<file path="config.mk">
export PLATFORM = sky130hd
export DESIGN_NAME = np_mm_sequencer
export DESIGN_NICKNAME = d
export VERILOG_FILES = /design/src/rtl/np_mm_sequencer_pkg.sv /design/src/rtl/np_mm_delay_line.sv /design/src/rtl/np_mm_sequencer.sv
export SDC_FILE = /design/constraint.sdc
export NUM_CORES = 1
export LEC_CHECK = 0
export CORE_MARGIN = 2
export CORE_UTILIZATION = 53
export DETAILED_ROUTE_END_ITERATION = 8
export PLACE_DENSITY = 0.85
export SLEW_MARGIN = 30
export SYNTH_ARGS = -nofsm -noshare
export SYNTH_HDL_FRONTEND = slang
export SYNTH_SLANG_ARGS = --single-unit
</file>
<file path="constraint.sdc">
create_clock -name clock -period 3.2 [get_ports clock]
set_input_delay 0.64 -clock clock [delete_from_list [all_inputs] [get_ports clock]]
set_output_delay 0.64 -clock clock [all_outputs]
set_load 0.1 [all_outputs]
</file>
<file path="src/rtl/np_mm_sequencer_pkg.sv">
// Shared definitions for the FFN matrix-multiply sequencer: default network
// dimensions, the FSM state encoding and a width helper.
package np_mm_sequencer_pkg;

  localparam int NUM_BUF_DEF = 2;
  localparam int DOT_LEN_DEF = 64;
  localparam int NUM_OUT_DEF = 16;
  localparam int RD_LAT_DEF  = 1;

  // Address/index width that never collapses to zero bits for degenerate sizes.
  function automatic int clog2_min1(input int val);
    return (val > 1) ? $clog2(val) : 1;
  endfunction

  typedef enum logic [1:0] {
    ST_WAIT_FRAME = 2'd0,
    ST_RUN        = 2'd1,
    ST_GAP        = 2'd2,
    ST_DRAIN      = 2'd3
  } state_t;

endpackage

</file>
<file path="src/rtl/np_mm_delay_line.sv">
// Fixed-depth shift register carrying the MAC enable, last-element tag and
// neuron index alongside the buffer/ROM read latency.
module np_mm_delay_line
  import np_mm_sequencer_pkg::*;
#(
  parameter int WIDTH = 1,
  parameter int DEPTH = 1
) (
  input  logic             clock,
  input  logic             reset,
  input  logic [WIDTH-1:0] din,
  output logic [WIDTH-1:0] dout
);

  logic [WIDTH-1:0] stage [DEPTH];

  // Shift one stage per cycle; reset flushes every stage so no stale enable escapes.
  always_ff @(posedge clock) begin
    if (reset) begin
      for (int i = 0; i < DEPTH; i++) stage[i] <= '0;
    end else begin
      stage[0] <= din;
      for (int i = 1; i < DEPTH; i++) stage[i] <= stage[i-1];
    end
  end

  assign dout = stage[DEPTH-1];

endmodule

</file>
<file path="src/rtl/np_mm_sequencer.sv">
// Non-pipelined FFN matrix-multiply sequencer. Walks feature and weight
// addresses per output neuron, inserts a one-cycle bubble between dot products
// so the MAC clears itself, flags the cycle holding each finished sum and
// rotates through the ping-pong feature buffers.
// Optional macro NP_MM_SEQ_PERF_EN adds frames_done / busy_cycles counters.
//
// state        | meaning
// WAIT_FRAME   | idle until the selected buffer reports a loaded frame
// RUN          | issuing element addresses k = 0..DOT_LEN-1 for one neuron
// GAP          | single bubble cycle; MAC sees en=0 and clears
// DRAIN        | let the last result leave the read/MAC pipeline, then release
module np_mm_sequencer
  import np_mm_sequencer_pkg::*;
#(
  parameter int NUM_BUF = NUM_BUF_DEF,
  parameter int DOT_LEN = DOT_LEN_DEF,
  parameter int NUM_OUT = NUM_OUT_DEF,
  parameter int RD_LAT  = RD_LAT_DEF,
  parameter int FA_W    = clog2_min1(DOT_LEN),
  parameter int WA_W    = clog2_min1(NUM_OUT * DOT_LEN),
  parameter int OI_W    = clog2_min1(NUM_OUT)
) (
  input  logic               clock,
  input  logic               reset,
  input  logic [NUM_BUF-1:0] frame_rdy,
  output logic [NUM_BUF-1:0] reading_frame,
  output logic               frame_release,
  output logic [FA_W-1:0]    buf_addr,
  output logic [WA_W-1:0]    weight_addr,
  output logic               mac_en,
  output logic               sum_valid,
  output logic [OI_W-1:0]    out_idx,
  output logic               busy
`ifdef NP_MM_SEQ_PERF_EN
  ,
  output logic [15:0]        frames_done,
  output logic [31:0]        busy_cycles
`endif
);

  localparam int DR_W = clog2_min1(RD_LAT + 1);
  localparam logic [FA_W-1:0] K_LAST    = FA_W'(DOT_LEN - 1);
  localparam logic [OI_W-1:0] N_LAST    = OI_W'(NUM_OUT - 1);
  localparam logic [DR_W-1:0] DRAIN_LD  = DR_W'(RD_LAT);
  localparam int              PIPE_W    = 2 + OI_W;

  state_t            state, state_nxt;
  logic [FA_W-1:0]   k;
  logic [WA_W-1:0]   w_addr;
  logic [OI_W-1:0]   neuron;
  logic [DR_W-1:0]   drain_cnt;

  logic              addr_vld;
  logic              start_frame;
  logic              next_neuron;
  logic              enter_drain;
  logic              end_frame;
  logic              k_last;
  logic              n_last;

  logic [PIPE_W-1:0] pipe_in, pipe_out;
  logic              last_d;
  logic [OI_W-1:0]   idx_d;

  assign k_last      = (k == K_LAST);
  assign n_last      = (neuron == N_LAST);
  assign buf_addr    = k;
  assign weight_addr = w_addr;
  assign busy        = (state != ST_WAIT_FRAME);

  // State register.
  always_ff @(posedge clock) begin
    if (reset) state <= ST_WAIT_FRAME;
    else       state <= state_nxt;
  end

  // Next-state decode and the per-transition strobes used by the datapath.
  always_comb begin
    state_nxt   = state;
    addr_vld    = 1'b0;
    start_frame = 1'b0;
    next_neuron = 1'b0;
    enter_drain = 1'b0;
    end_frame   = 1'b0;
    case (state)
      ST_WAIT_FRAME: begin
        if (|(frame_rdy & reading_frame)) begin
          state_nxt   = ST_RUN;
          start_frame = 1'b1;
        end
      end
      ST_RUN: begin
        addr_vld = 1'b1;
        if (k_last) state_nxt = ST_GAP;
      end
      ST_GAP: begin
        if (n_last) begin
          state_nxt   = ST_DRAIN;
          enter_drain = 1'b1;
        end else begin
          state_nxt   = ST_RUN;
          next_neuron = 1'b1;
        end
      end
      ST_DRAIN: begin
        if (drain_cnt == '0) begin
          state_nxt = ST_WAIT_FRAME;
          end_frame = 1'b1;
        end
      end
      default: state_nxt = ST_WAIT_FRAME;
    endcase
  end

  // Address counters, neuron index, drain timer and buffer rotation.
  // Addresses only move while issuing, so they hold through GAP/DRAIN/WAIT.
  // The weight address just keeps counting across the bubble: the last element
  // of neuron n plus one is the first element of neuron n+1.
  always_ff @(posedge clock) begin
    if (reset) begin
      k             <= '0;
      w_addr        <= '0;
      neuron        <= '0;
      drain_cnt     <= '0;
      reading_frame <= NUM_BUF'(1);
      frame_release <= 1'b0;
    end else begin
      frame_release <= end_frame;

      if (start_frame) begin
        k      <= '0;
        w_addr <= '0;
      end else if (next_neuron) begin
        k      <= '0;
        w_addr <= w_addr + WA_W'(1);
        neuron <= neuron + OI_W'(1);
      end else if (addr_vld && !k_last) begin
        k      <= k + FA_W'(1);
        w_addr <= w_addr + WA_W'(1);
      end

      if (enter_drain)
        drain_cnt <= DRAIN_LD;
      else if (state == ST_DRAIN && drain_cnt != '0)
        drain_cnt <= drain_cnt - DR_W'(1);

      if (end_frame) begin
        neuron        <= '0;
        reading_frame <= {reading_frame[NUM_BUF-2:0], reading_frame[NUM_BUF-1]};
      end
    end
  end

  assign pipe_in = {addr_vld, addr_vld & k_last, neuron};

  np_mm_delay_line #(
    .WIDTH (PIPE_W),
    .DEPTH (RD_LAT)
  ) u_rd_pipe (
    .clock (clock),
    .reset (reset),
    .din   (pipe_in),
    .dout  (pipe_out)
  );

  assign {mac_en, last_d, idx_d} = pipe_out;

  // One more stage past the MAC enable: the sum register holds the finished
  // dot product the cycle after the last enabled accumulate.
  always_ff @(posedge clock) begin
    if (reset) begin
      sum_valid <= 1'b0;
      out_idx   <= '0;
    end else begin
      sum_valid <= last_d;
      if (last_d) out_idx <= idx_d;
    end
  end

`ifdef NP_MM_SEQ_PERF_EN
  // Frame counter wraps; busy-cycle counter saturates.
  always_ff @(posedge clock) begin
    if (reset) begin
      frames_done <= '0;
      busy_cycles <= '0;
    end else begin
      if (end_frame) frames_done <= frames_done + 16'd1;
      if (busy && busy_cycles != 32'hFFFF_FFFF) busy_cycles <= busy_cycles + 32'd1;
    end
  end
`endif

endmodule

</file>
==> flow_summary.toml, run 1 <==
[logic_synthesis]
synth_compound_gate_area_share = 0.182
yosys.area.top_type = "sky130_fd_sc_hd__dfxtp_1"
synthesis.yosys.warnings = 0
synth_flop_cell = "sky130_fd_sc_hd__dfxtp_1"
dominant_combinational_cell_family_by_area_after_synthesis = "simple AND/OR/NAND/NOR gates"
synth_top_cells_by_area = "sky130_fd_sc_hd__dfxtp_1, sky130_fd_sc_hd__a21oi_1, sky130_fd_sc_hd__nor2_1"
yosys.area_share.simple = 0.252
synth_cell_type_count = 42
syn_area_mm2 = 0.00163
proportion_of_netlist_area_held_by_the_largest_area_contributor = 0.455
synth_xor_xnor_area_share = 0.0162
synth_async_sr_flop_share = 0
synth_enable_flop_cells = 0
postSynthCellCount = 180
synthesis.nets = 187
synth-seq-cells = 37
synth-adder-area-share = 0.0231
yosys-mux-area-fraction = 0.0246
synthesis.area_per_instance_um2 = 9.04
ys_seq_area_frac = 0.455

[floorplan]
coreArea_mm2 = 0.00298
io_pins = 30
floorplan.die_area_mm2 = 0.00353
die-width_um = 59.4
fp.dieH_um = 59.4
core.rowCount = 20
initial_utilization = 0.546

[timing]
unrepaired_setup_endpoints_after_global_routing = "false"
setup_total_negative_slack_ns = 0
fin_crit_ns = 2.11
period_share = 0.658
achievable-frequency_mhz = 475
final.setup.worst_slack_ns = 1.09
timing.final.max_slew_violations = 0
timing.final.hold_violations = 0
finalHoldWorstSlack_ns = 0.488
timing.final.setup_violations = 0
relative_max_transition_margin = 0.613
finalClockSkew_ns = 0.00805
timing_worst_slew_pin_value_ns = 0.579

[cells_and_area]
drive_gt1_frac = 0.187
diodes_inserted = 0
final_common_cell = "sky130_fd_sc_hd__dfxtp_1"
area_growth_pct = 16.5
layout.cells.most_common_list = "sky130_fd_sc_hd__dfxtp_1, sky130_fd_sc_hd__buf_4, sky130_fd_sc_hd__nor2_1"
fillerInstances = 268
finalNetCount = 215
final_area_mm2 = 0.00189
layout.core_utilization = 0.636

[grt]
grt_start_max_net_pins = 19
global_route_wire_length_before_repair_um = 5950
grt.total_usage = 0.226
grt_antenna_before_repair = 0
first_global_vias = 1322
overflow = 0

[critical_path]
worst-path-max-fanout = 12
worst-r2r-cell-count = 5
critPathArrivalTime_ns = 1.47
required_ns = 2.56
timing.critical_path.cells = "nor2_1, inv_2, buf_4"
cp_slowest_stage_delay_ns = 0.59
timing_worst_setup_path_type = "reg2out"
worst_path_max_delay_cell = "sky130_fd_sc_hd__dfxtp_1"
startpoint_type = "flip-flop"
cp-end-kind = "primary output"

[clock_tree]
cts_htree_levels = 2
cts_hold_repair.buffers = 0
post-cts-setup-buffers = 0
cts.repair.resized = 0
cts-root-buf = "sky130_fd_sc_hd__clkbuf_4"
clock_sinks = 37
cts_buffers = 5
cts_tree = "built"
clkLatencyLatePin_ns = 0.33
cts.reportedPaths.clkPinSlew_ns = 0.11
clock_path_buffers = 2

[placement]
placedInstanceArea_mm2 = 0.00184
numPortBuffers = 29
gp_congestion = 0.749
dp_worst_setup_slack_ns = 0.910
dp.final_hpwl_um = 2540

[drt]
route.detailed.vias_per_inst = 5.96
routed_wirelength_um = 3550
post-route-drc-count = 0
dr_iter_0_viols = 46
post_drt_wl_per_cell_um = 14.6
number_of_nets_with_antenna_violations_after_detailed_routing = 0
via_count = 1443
drtPass1Iterations = 4

[pwr]
worst_ir_drop_vdd_mv = 0.232
power.density_mw_per_mm2 = 410
total_leakage_power_nw = 0.732

[outcome]
outcome = "complete, no violations"

[min_path]
hold-path-cell-count = 2
min_path_type = "reg2reg"

[flow_run]
cap_violations = 0
## logic make-up (layout without fill, tap and decap cells)
| group | Yosys count | after routing |
|---|---|---|
| AOI/OAI and AO/OA | 45 | 45 |
| DFF | 37 | 37 |
| muxes | 4 | 4 |
| and+or+nand+nor | 74 | 74 |
| xor gates and xnor gates | 3 | 3 |
| adders and majority gates | 3 | 3 |
| buffers and inverters | 14 | 43 |
## worst paths after layout
check / from / endpoint / slack, ns
worst max-delay path: state[1] / busy / 1.09
worst min-delay path: u_rd_pipe.stage[0][0] / out_idx[0] / 0.49
worst max register to register: state[1] / weight_addr[6] / 1.35
worst min register to register: u_rd_pipe.stage[0][0] / out_idx[0] / 0.49
## power by group
part	total [W]	internal, W	switching [W]
sequential	0.000472	0.000464	0.00000751
combinational	0.0000729	0.0000176	0.0000553
clock	0.000232	0.0000838	0.000148
total	0.000777	0.000566	0.000211
## layout make-up
cell class | instances | area (um2) | share of cell area
Timing Repair Buffer | 30 | 233 | 0.123
Tap cell | 33 | 41.3 | 0.0218
Clock buffer | 6 | 41.3 | 0.0218
Sequential cell | 37 | 741 | 0.391
Multi-Input combinational cell | 129 | 810 | 0.427
Clock inverter | 2 | 10.0 | 0.00528
Inverter | 5 | 18.8 | 0.00991
## cell usage after synthesis (2+ instances only)
library cell,n
sky130_fd_sc_hd__clkbuf_1,5
sky130_fd_sc_hd__o21bai_1,2
sky130_fd_sc_hd__inv_1,4
sky130_fd_sc_hd__buf_6,3
sky130_fd_sc_hd__a21oi_1,15
sky130_fd_sc_hd__xnor2_1,2
sky130_fd_sc_hd__a211oi_1,3
sky130_fd_sc_hd__and3_1,4
sky130_fd_sc_hd__nand4_1,2
sky130_fd_sc_hd__o21ai_0,3
sky130_fd_sc_hd__nor3_1,7
sky130_fd_sc_hd__ha_1,3
sky130_fd_sc_hd__a31oi_1,6
sky130_fd_sc_hd__o31ai_1,6
sky130_fd_sc_hd__mux2i_1,4
sky130_fd_sc_hd__nand3_1,10
sky130_fd_sc_hd__a2111o_1,2
sky130_fd_sc_hd__or4_1,6
sky130_fd_sc_hd__and4_1,2
sky130_fd_sc_hd__nor2_1,17
sky130_fd_sc_hd__and2b_1,2
sky130_fd_sc_hd__a221oi_1,2
sky130_fd_sc_hd__nor2b_1,5
sky130_fd_sc_hd__nand2_1,11
sky130_fd_sc_hd__dfxtp_1,37
## layer usage
| layer | GRT usage | up-vias | share of wire |
|---|---|---|---|
| li1 | - | 719 | - |
| met1 | 0.254 | 685 | 0.42 |
| met2 | 0.399 | 37 | 0.52 |
| met3 | 0.0677 | 2 | 0.051 |
| met4 | 0.0812 | 0 | 0.0065 |
| met5 | 0 | - | 0 |
## critical path: cells and delay by family (launching register included)
family | cells | cell delay [ns]
flops | 1 | 0.59
buf+inv | 2 | 0.39
simple gates | 1 | 0.15
## registers in the layout (all words and copies together) (netlist names)
| register | cells |
|---|---|
| u_rd_pipe.stage | 6 |
| buf_addr | 6 |
| out_idx | 4 |
| sum_valid | 1 |
| reading_frame | 2 |
| state | 2 |
| neuron | 4 |
| frame_release | 1 |
| weight_addr | 10 |
| drain_cnt | 1 |
## per-stage QoR
stage	std cells	total power, W
2_1_floorplan	180	0.000540
3_3_place_gp	234	0.000552
3_5_place_dp	234	0.000555
4_1_cts	242	0.000784
5_1_grt	242	0.000814
6_report	242	0.000777
No activity file was read; power rests on OpenSTA's default activity.
==> run 2, diff against run 1 <==
CORE_UTILIZATION = 51   (was 53)
PLACE_DENSITY = 0.82   (was 0.85)
clock period = 2 ns   (was 3.2 ns; I/O delays follow)
==> run 2 against run 1 <==
  * Critical path depth grew 2
  * Final area rose by 3.8%
  * Core utilization grew 0.81 points
  * Clock skew fell by 0.00052 ns
  * Combinational power grew 78%
  * Count of clock-buffer cells in the layout is 1 lower
  * Global-route usage decreased by 1.8 points
  * Power grew 64%
  * Largest power group unchanged
==> flow_summary.toml, run 2 (synthesized netlist as in run 1, its figures left out) <==
[cells_and_area]
layout.cells.most_common_list = "sky130_fd_sc_hd__buf_4, sky130_fd_sc_hd__dfxtp_1, sky130_fd_sc_hd__nor2_1"
final_cells = 256
area_growth_pct = 20.9
fillerInstances = 287
final_common_cell = "sky130_fd_sc_hd__buf_4"
largest_register_ff_count = 10
sequential_cell_area_um2 = 756
drive_gt1_frac = 0.264
finalNetCount = 218
multiInputGateArea_um2 = 815
diodes_inserted = 0

[clock_tree]
post-cts-setup-buffers = 0
cts_tree = "built"
cts_hold_repair.buffers = 0
clkLatencyLatePin_ns = 0.35
clock_path_buffers = 2
cts.reportedPaths.clkPinSlew_ns = 0.12
clock_sinks = 37
cts.repair.resized = 0
cts_buffers = 5
cts_htree_levels = 2
cts-root-buf = "sky130_fd_sc_hd__clkbuf_4"

[floorplan]
floorplan.die_area_mm2 = 0.00366
initial_utilization = 0.533
die-width_um = 60.5
io_pins = 30
coreArea_mm2 = 0.00305
core.rowCount = 20
fp.dieH_um = 60.5

[drt]
routed_wirelength_um = 3450
drtPass1Iterations = 4
via_count = 1453
dr_iter_0_viols = 33
number_of_nets_with_antenna_violations_after_detailed_routing = 0
post_drt_wl_per_cell_um = 13.5
route.detailed.vias_per_inst = 5.68
post-route-drc-count = 0

[critical_path]
worst-path-max-fanout = 14
startpoint_type = "flip-flop"
timing_worst_setup_path_type = "reg2reg"
r2r_slack_ns = 0.22
cp-end-kind = "flip-flop"
critPathArrivalTime_ns = 2.06
required_ns = 2.28

[placement]
dp.final_hpwl_um = 2520
numPortBuffers = 29
gp_congestion = 0.799
dp_cells = 248

[grt]
grt_antenna_before_repair = 0
grt_start_max_net_pins = 15
first_global_vias = 1301
overflow = 0
grt.total_usage = 0.207
global_route_wire_length_before_repair_um = 5610

[timing]
period_share = 0.891
timing.final.max_slew_violations = 0
setup_total_negative_slack_ns = 0
finalClockSkew_ns = 0.00752
fin_crit_ns = 1.78
timing.final.hold_violations = 0
timing.final.setup_violations = 0
timing_worst_slew_pin_value_ns = 0.745
achievable-frequency_mhz = 561
relative_max_transition_margin = 0.501
unrepaired_setup_endpoints_after_global_routing = "false"

[flow_run]
cap_violations = 0

[outcome]
outcome = "complete, no violations"

[pwr]
power.density_mw_per_mm2 = 647
total_leakage_power_nw = 0.755
worst_ir_drop_vdd_mv = 0.447

[min_path]
min_path_type = "reg2reg"
==> run 2: power by group <==
group          leakage [nW]  switching [W]  internal [W]  total [W]
combinational         0.419      0.0000928     0.0000368   0.000130
sequential            0.305     0.00000879      0.000744   0.000753
clock                0.0310       0.000258      0.000132   0.000391
==> run 2: cell type report <==
cell class	count	area share
inverter	5	0.00954
timing repair buffer	33	0.136
clock inverter	3	0.00891
tap	44	0.0280
sequential	37	0.384
multi-input combinational	129	0.414
clock buffer	5	0.0191
==> run 2: final timing paths <==
check,from,end,cells after the start
setup / recovery,neuron[0],weight_addr[6],5
hold reg to reg,buf_addr[1],buf_addr[1],2
setup reg to reg,neuron[0],weight_addr[6],5
hold / removal,buf_addr[1],buf_addr[1],2
==> run 2: critical path, stage by stage (launching register included) <==
cell,delay [ns]
sky130_fd_sc_hd__dfxtp_1,0.36
sky130_fd_sc_hd__ha_1,0.28
sky130_fd_sc_hd__nand4_4,0.13
sky130_fd_sc_hd__nand3_2,0.23
sky130_fd_sc_hd__or4_1,0.53
sky130_fd_sc_hd__a21oi_1,0.18
==> run 2: stage by stage <==
step	worst slack [ns]	power (W)	instance area [um2]	hold WS, ns	util
after global routing	0.125	0.00133	1970	0.516	0.644
final	0.218	0.00127	1970	0.491	0.644
after floorplan	0.0326	0.000865	1640	0.440	-
after global placement	0.0570	0.000895	1910	0.450	0.625
after detailed placement	0.197	0.000899	1910	0.472	0.626
after CTS	0.241	0.00128	1970	0.488	0.644
==> run 2: layer usage <==
metal | up-vias | track usage | wire length, um
met1 | 694 | 0.251 | 1540
met3 | 4 | 0.0810 | 186
met5 | - | 0 | 0
met4 | 0 | 0.0745 | 40
met2 | 35 | 0.337 | 1680
li1 | 720 | - | -
==> run 3, diff against run 2 <==
CORE_ASPECT_RATIO = 0.75   (was unset)
==> run 3 against run 2 <==
  * Clock skew increased by 0.0083 ns
  * Routed wire length increased by 4.9%
  * Final area increased by 2.4%
  * Die area increased by 0.13%
  * Core utilization increased by 2.7 points
  * Sequential power about the same
  * Power increased by 21%
  * Sequential share of layout area decreased by 0.88 points
  * Final cell count decreased by 2.7%
  * Non-clock buffer count decreased by 1
  * Sequential cell count unchanged
  * Register-to-register slack got worse by 0.02 ns
==> flow_summary.toml, run 3 (synthesized netlist as in run 1, its figures left out) <==
[outcome]
outcome = "complete, no violations"

[drt]
number_of_nets_with_antenna_violations_after_detailed_routing = 0
dr_iter_0_viols = 146
post-route-drc-count = 0
post_drt_wl_per_cell_um = 14.6
routed_wirelength_um = 3620
drt-met1-wl_um = 1750
route.detailed.vias_per_inst = 5.87
top_layer_used = "met4"
met3RoutedLength_um = 179
wl_met2_um = 1640
via_count = 1461
drtPass1Iterations = 4

[floorplan]
initial_utilization = 0.542
floorplan.die_area_mm2 = 0.00366
coreArea_mm2 = 0.00300
io_pins = 30
fp.dieH_um = 52.9
die-width_um = 69.2
core.rowCount = 17

[grt]
grt_start_max_net_pins = 15
grt_antenna_before_repair = 0
global_route_wire_length_before_repair_um = 5890
first_global_vias = 1252
grt.total_usage = 0.208
overflow = 0

[critical_path]
required_ns = 2.22
timing_worst_setup_path_type = "reg2reg"
critPathArrivalTime_ns = 2.02
worst-path-max-fanout = 14
worstReg2RegStart = "state[0]"
timing.critical_path.cells = "nor2_1, inv_2, nand3_2, or4_1, a21oi_1"
cp-end-kind = "flip-flop"
startpoint_type = "flip-flop"
cp_slowest_stage_delay_ns = 0.56
startpoint = "state[0]"
worst_path_max_delay_cell = "sky130_fd_sc_hd__dfxtp_1"

[timing]
finalClockSkew_ns = 0.0158
relative_max_transition_margin = 0.493
timing.final.hold_violations = 0
period_share = 0.899
timing_worst_slew_pin_value_ns = 0.756
fin_crit_ns = 1.80
unrepaired_setup_endpoints_after_global_routing = "false"
setup_total_negative_slack_ns = 0
timing.final.setup_violations = 0
final.setup.worst_slack_ns = 0.202
timing.final.max_slew_violations = 0
achievable-frequency_mhz = 556

[clock_tree]
post-cts-setup-buffers = 0
cts-root-buf = "sky130_fd_sc_hd__clkbuf_8"
clock_path_buffers = 2
clkLatencyLatePin_ns = 0.29
cts_tree = "built"
cts_hold_repair.buffers = 0
cts.repair.resized = 0
cts.reportedPaths.clkPinSlew_ns = 0.08
cts_buffers = 5
clock_sinks = 37
cts_htree_levels = 2

[pwr]
totalPowerFinal_w = 0.00155
power.density_mw_per_mm2 = 768
worst_ir_drop_vdd_mv = 0.671
total_leakage_power_nw = 0.777

[cells_and_area]
diodes_inserted = 0
drive_gt1_frac = 0.256
area_growth_pct = 23.8
layout.core_utilization = 0.671
final_common_cell = "sky130_fd_sc_hd__buf_4"
finalNetCount = 217
largest_register_ff_count = 10
layout.cells.most_common_list = "sky130_fd_sc_hd__buf_4, sky130_fd_sc_hd__dfxtp_1, sky130_fd_sc_hd__nor2_1"

[placement]
dp_worst_setup_slack_ns = 0.0910
dp.final_hpwl_um = 2520
numPortBuffers = 29
gp_congestion = 0.873

[min_path]
min_path_type = "reg2reg"
min-delay-start = "u_rd_pipe.stage[0][3]"

[flow_run]
cap_violations = 0
run 3: cell types whose count changed in the layout (fill, tap and decap cells not counted):
| cell | change |
|---|---|
| sky130_fd_sc_hd__clkbuf_4 | -5 |
| sky130_fd_sc_hd__bufinv_16 | +1 |
| sky130_fd_sc_hd__clkinv_2 | -2 |
| sky130_fd_sc_hd__clkinvlp_4 | -1 |
| sky130_fd_sc_hd__clkbuf_1 | +1 |
| sky130_fd_sc_hd__clkbuf_8 | +6 |
| sky130_fd_sc_hd__buf_4 | -1 |
run 3: final timing paths:
kind	end	slack [ns]	cells after the start
max reg2reg	weight_addr[4]	0.20	5
max	weight_addr[4]	0.20	5
min reg2reg	out_idx[3]	0.47	2
min	out_idx[3]	0.47	2
run 3: through the flow:
step / hold slack, ns / instances / cell area, um2
2_1_floorplan: 0.440 / 180 / 1640
3_3_place_gp: 0.448 / 241 / 1890
3_5_place_dp: 0.471 / 241 / 1900
4_1_cts: 0.484 / 249 / 2010
5_1_grt: 0.516 / 249 / 2010
6_report: 0.473 / 249 / 2010
run 3: cell type report:
| cell class | instances | area (um2) |
|---|---|---|
| Clock buffer | 7 | 86.3 |
| Clock inverter | 1 | 30.0 |
| Fill cell | 247 | 986 |
| Inverter | 5 | 18.8 |
| Multi-Input combinational cell | 129 | 815 |
| Sequential cell | 37 | 756 |
| Tap cell | 38 | 47.5 |
| Timing Repair Buffer | 32 | 260 |
run 3: where the power goes:
| group | internal (W) | switching, W |
|---|---|---|
| logic | 0.0000349 | 0.0000910 |
| clock network | 0.000406 | 0.000258 |
| registers | 0.000744 | 0.0000118 |
| total | 0.00119 | 0.000360 |
run 3: critical path: cells and delay by family (launching register included):
kind,cells,cell delay [ns]
simple gates,3,0.89
flops,1,0.56
compound gates,1,0.16
buf+inv,1,0.12
run 3: metal layers:
layer	up-vias	global-route usage
li1	724	-
met1	689	0.271
met2	41	0.329
met3	7	0.0495
met4	0	0.0980
met5	-	0
